File: config.mk
export PLATFORM = sky130hd
export DESIGN_NAME = siphash_core
export DESIGN_NICKNAME = d
export VERILOG_FILES = /design/src/rtl/siphash_pkg.sv /design/src/rtl/siphash_round.sv /design/src/rtl/siphash_core.sv
export SDC_FILE = /design/constraint.sdc
export NUM_CORES = 2
export LEC_CHECK = 0
export CORE_UTILIZATION = 40
export DETAILED_ROUTE_END_ITERATION = 10
export MAX_ROUTING_LAYER = met4
export SLEW_MARGIN = 20
export SYNTH_ARGS = -nofsm -noshare
export SYNTH_HDL_FRONTEND = slang
export SYNTH_SLANG_ARGS = --single-unit
File: constraint.sdc
create_clock -name clk -period 18.6 [get_ports clk]
set_input_delay 5.58 -clock clk [delete_from_list [all_inputs] [get_ports clk]]
set_output_delay 5.58 -clock clk [all_outputs]
set_load 0.02 [all_outputs]
File: src/rtl/siphash_pkg.sv
// Shared SipHash constants, state encoding and round payload type.
package siphash_pkg;

    localparam int unsigned CNT_W = 4;

    localparam logic [63:0] INIT0   = 64'h736f6d6570736575;
    localparam logic [63:0] INIT1   = 64'h646f72616e646f6d;
    localparam logic [63:0] INIT2   = 64'h6c7967656e657261;
    localparam logic [63:0] INIT3   = 64'h7465646279746573;
    localparam logic [63:0] FIN_XOR = 64'h00000000000000ff;

    typedef enum logic [2:0] {
        ST_IDLE,
        ST_WAIT,
        ST_COMP,
        ST_FIN,
        ST_DONE
    } state_e;

    typedef struct packed {
        logic [63:0] v3;
        logic [63:0] v2;
        logic [63:0] v1;
        logic [63:0] v0;
    } sip_state_t;

    function automatic logic [63:0] rotl(input logic [63:0] x, input int unsigned n);
        return (x << n) | (x >> (64 - n));
    endfunction

endpackage

File: src/rtl/siphash_round.sv
// One combinational SipRound over the four 64-bit state words.
module sip_round
    import siphash_pkg::*;
(
    input  sip_state_t v_i,
    output sip_state_t v_o_c
);

    logic [63:0] a0, a1, b0, a2, a3, c0, c3, c2, c1;

    always_comb begin
        a0 = v_i.v0 + v_i.v1;
        a1 = rotl(v_i.v1, 13) ^ a0;
        b0 = rotl(a0, 32);
        a2 = v_i.v2 + v_i.v3;
        a3 = rotl(v_i.v3, 16) ^ a2;
        c0 = b0 + a3;
        c3 = rotl(a3, 21) ^ c0;
        c2 = a2 + a1;
        c1 = rotl(a1, 17) ^ c2;
        v_o_c.v0 = c0;
        v_o_c.v1 = c1;
        v_o_c.v2 = rotl(c2, 32);
        v_o_c.v3 = c3;
    end

endmodule

File: src/rtl/siphash_core.sv
// Iterative SipHash-c-d: absorbs padded 64-bit words, one round per clock, emits the tag.
module siphash_core
    import siphash_pkg::*;
#(
    parameter int unsigned C_ROUNDS = 2,
    parameter int unsigned D_ROUNDS = 4
) (
    input  logic          clk,
    input  logic          rst,
    input  logic [127:0]  key,
    input  logic          in_valid,
    output logic          in_ready,
    input  logic [63:0]   in_data,
    input  logic          in_last,
    output logic          out_valid,
    input  logic          out_ready,
    output logic [63:0]   hash,
    output logic          busy
);

    if (C_ROUNDS < 1 || C_ROUNDS > 15) begin : g_bad_c
        $error("siphash_core: C_ROUNDS must be 1..15");
    end
    if (D_ROUNDS < 1 || D_ROUNDS > 15) begin : g_bad_d
        $error("siphash_core: D_ROUNDS must be 1..15");
    end

    localparam logic [CNT_W-1:0] C_LAST = CNT_W'(C_ROUNDS - 1);
    localparam logic [CNT_W-1:0] D_LAST = CNT_W'(D_ROUNDS - 1);

    state_e           state_q, state_d;
    sip_state_t       v_q, v_d, rnd_c;
    logic [63:0]      m_q, m_d;
    logic [63:0]      hash_q, hash_d;
    logic [CNT_W-1:0] cnt_q, cnt_d;
    logic             last_q, last_d;
    logic             in_ready_q, in_ready_d;
    logic             out_valid_q, out_valid_d;
    logic             busy_q, busy_d;

    sip_round u_round (
        .v_i   (v_q),
        .v_o_c (rnd_c)
    );

    always_ff @(posedge clk or posedge rst) begin
        if (rst) begin
            state_q     <= ST_IDLE;
            v_q         <= '0;
            m_q         <= '0;
            hash_q      <= '0;
            cnt_q       <= '0;
            last_q      <= 1'b0;
            in_ready_q  <= 1'b1;
            out_valid_q <= 1'b0;
            busy_q      <= 1'b0;
        end else begin
            state_q     <= state_d;
            v_q         <= v_d;
            m_q         <= m_d;
            hash_q      <= hash_d;
            cnt_q       <= cnt_d;
            last_q      <= last_d;
            in_ready_q  <= in_ready_d;
            out_valid_q <= out_valid_d;
            busy_q      <= busy_d;
        end
    end

    always_comb begin
        state_d = state_q;
        v_d     = v_q;
        m_d     = m_q;
        hash_d  = hash_q;
        cnt_d   = cnt_q;
        last_d  = last_q;

        case (state_q)
            ST_IDLE: begin
                if (in_valid) begin
                    v_d.v0  = key[63:0]   ^ INIT0;
                    v_d.v1  = key[127:64] ^ INIT1;
                    v_d.v2  = key[63:0]   ^ INIT2;
                    v_d.v3  = key[127:64] ^ INIT3 ^ in_data;
                    m_d     = in_data;
                    last_d  = in_last;
                    cnt_d   = '0;
                    state_d = ST_COMP;
                end
            end
            ST_WAIT: begin
                if (in_valid) begin
                    v_d.v3  = v_q.v3 ^ in_data;
                    m_d     = in_data;
                    last_d  = in_last;
                    cnt_d   = '0;
                    state_d = ST_COMP;
                end
            end
            ST_COMP: begin
                v_d   = rnd_c;
                cnt_d = cnt_q + CNT_W'(1);
                if (cnt_q == C_LAST) begin
                    v_d.v0 = rnd_c.v0 ^ m_q;
                    cnt_d  = '0;
                    if (last_q) begin
                        v_d.v2  = rnd_c.v2 ^ FIN_XOR;
                        state_d = ST_FIN;
                    end else begin
                        state_d = ST_WAIT;
                    end
                end
            end
            ST_FIN: begin
                v_d   = rnd_c;
                cnt_d = cnt_q + CNT_W'(1);
                if (cnt_q == D_LAST) begin
                    hash_d  = rnd_c.v0 ^ rnd_c.v1 ^ rnd_c.v2 ^ rnd_c.v3;
                    cnt_d   = '0;
                    state_d = ST_DONE;
                end
            end
            ST_DONE: begin
                if (out_valid_q && out_ready) begin
                    state_d = ST_IDLE;
                end
            end
            default: state_d = ST_IDLE;
        endcase

        // Tag is presented one cycle after entering DONE and drops on the accepting edge.
        in_ready_d  = (state_d == ST_IDLE) || (state_d == ST_WAIT);
        busy_d      = (state_d == ST_COMP) || (state_d == ST_FIN) || (state_d == ST_DONE);
        out_valid_d = (state_q == ST_DONE) && !(out_valid_q && out_ready);
    end

    assign in_ready  = in_ready_q;
    assign out_valid = out_valid_q;
    assign hash      = hash_q;
    assign busy      = busy_q;

endmodule

==> metrics.cfg <==
[outcome]
status=finished, final reports clean

[global_route]
grtUsageTotal=0.498
grt_pass1_wl_um=313000
grt_max_degree=142
grt_pass1_vias=36700
grt_antenna_before_repair=19
gr-total-overflow=0

[floorplanning]
die_h_um=310
initial_core_util=0.405
io_pins=264
core_mm2=0.0935
rows=112
die_width_um=310
die_area_mm2=0.0958

[cts]
cts_tree=done
clockBufferDepth=3
cts.sinks=395
holdBufCountCts=0
cts_root_buffer=clkbuf_16
cts_resized=0
post-cts-setup-buffers=0
insertion_delay_ps=680
clk_pin_slew_worst_paths_ps=80
cts_buffers=48
h-tree-depth=2

[synthesis]
synth_edf_count=0
syn-cell-area_mm2=0.0378
synth_cell_types=91
synth_seq_cells=395
ys_dominant_reg_cell=dfrtp_1
avgSynthCellArea_um2=7.96
ys_seq_area_frac=0.261
yosys_warnings=0
async_flop_share=1.00
syn-instance-count=4754
synth_nets=5209

[layout]
regArea_mm2=0.00989
final_common_cell=nand2_1
stdcell_area_mm2=0.0438
syn2layout_area_growth_pct=15.9
drive_above_1_share=0.0737
final_nets=5356
nFillCells=9366
final_cell_mix=598 x nand2_1, 487 x a21oi_1, 436 x o21ai_0
final_cell_count_no_fill=6213
multi_input_area_mm2=0.0269

[setup_path]
r2r_slack_ps=10000
cp_cell_sequence=ha_1 > nand3_1 > nor4_1 > o21ai_1 > nand2_1 > nand3_1 > o21a_1 > xnor2_1 > xor2_1 > ha_1 > nand2_1 > nor2_1 > nand3_1 > a211oi_1 > o211ai_1 > nand3_1 > a21oi_1 > xnor2_2 > xor2_1 > xnor2_1 > o21ai_0
path_class=flip-flop to flip-flop
endpoint_kind=flip-flop
worst-path-max-fanout=8
crit_path_frequent_cell=nand3_1
cp.required_ps=19120
critPathArrivalTime_ps=9110
cp_slowest_stage_delay_ps=910
crit_path_start_kind=flip-flop
cpMaxStageDelayCell=xor2_1

[drt]
wl_um=236000
final_antenna_net_count=0
drt_pre_antenna_iters=8
vias=40800
avgRoutedWirePerCell_um=38.0
drtIter0Drc=6882
drc=0
vias_per_cell=6.56

[sta]
rsz0062_at_grt=no
slew-limit-headroom=0.0985
maxSlewViolCount=0
fin_crit_sh=0.462
hold_violations=0
setup_tns_ps=0
clock_skew_ps=31.6
period_needed_ps=8600
clock.fmax_mhz=116
setup_violations=0
worst_slew_pin_slew_ps=1340
hold_slack_ps=475

[placed_design]
routabilityCongestion=1.13
place.port_buffers=263
dp_hpwl_um=194000
place_area_mm2=0.0422
placedCellCount=6105

[job]
drv_cap=0

[worst_hold_path]
hold_class=flip-flop to flip-flop

[sequential cells by signal (all words and copies together) (netlist names)]
name,cells
in_ready,1
cnt_q,4
state_q,3
busy,1
m_q,64
v_q,256
out_valid,1
last_q,1
hash,64
[metal layers]
layer	share of wire	global-route usage	up-vias
met1	0.39	0.623	19800
met3	0.14	0.181	656
met5	0	-	-
met2	0.39	0.656	2996
li1	-	-	17300
met4	0.083	0.342	0
[critical path, delay by kind of cell, from the launching register on]
family | cells | cell delay, ps
AOI/OAI and AO/OA | 6 | 1550
xor gates and xnor gates | 5 | 3650
DFF | 1 | 530
adders and majority gates | 2 | 970
and+or+nand+nor | 8 | 1690
[path summary, 6_finish.rpt]
| check | startpoint | to | depth (start not counted) |
|---|---|---|---|
| max | v_q[74] | hash[54] | 21 |
| min in group asynchronous | rst | hash[45] | 2 |
| max in group asynchronous | rst | m_q[58] | 5 |
| min | hash[12] | hash[12] | 2 |
| min reg2reg | hash[12] | hash[12] | 2 |
| max reg2reg | v_q[74] | hash[54] | 21 |
[cell type report]
type | count | area share
Tap cell | 1254 | 0.0358
Clock inverter | 19 | 0.00482
Multi-Input combinational cell | 3975 | 0.613
Timing Repair Buffer | 377 | 0.0799
Inverter | 104 | 0.00908
Antenna cell | 23 | 0.00131
Sequential cell | 395 | 0.226
Clock buffer | 66 | 0.0308
[cell usage after synthesis (18+ instances only)]
cell type  number  share of area
a211oi_1       36         0.0071
a21o_1        164          0.033
a21oi_1       487          0.064
a31oi_1        86          0.014
and2_1         28         0.0046
and3_1         35         0.0058
clkbuf_1      251          0.025
dfrtp_1       394           0.26
ha_1          254          0.084
inv_1         104          0.010
mux2_2         75          0.022
nand2_1       599          0.059
nand3_1        69         0.0091
nand4_1        66          0.011
nor2_1        338          0.034
nor2b_1        19         0.0031
nor3_1         40         0.0053
o211ai_1       76          0.015
o21a_1         29         0.0058
o21ai_0       436          0.058
o21ai_1        18         0.0024
o21bai_1       63          0.013
o221ai_1       21         0.0049
o22ai_1        64          0.011
o31ai_1        21         0.0042
xnor2_1       401          0.093
xor2_1        295          0.068
[logic make-up (layout without fill, tap and decap cells)]
kind of cell,after synthesis,in the layout,synth area share
xor gates and xnor gates,722,722,0.176
AOI/OAI and AO/OA,1646,1646,0.267
muxes,83,83,0.0244
adders and majority gates,258,258,0.0861
buffers and inverters,384,566,0.0386
and+or+nand+nor,1266,1266,0.146
DFF,395,395,0.261
other,0,23,0
[per-stage QoR]
step           utilization  setup slack (ps)
2_1_floorplan            -              2040
3_3_place_gp         0.451              9410
3_5_place_dp         0.451              9370
4_1_cts              0.468             10050
5_1_grt              0.469              9760
6_report             0.469             10000
Power is not shown: default switching activity piles up to over one toggle a cycle in this logic, so the estimate is an artifact.
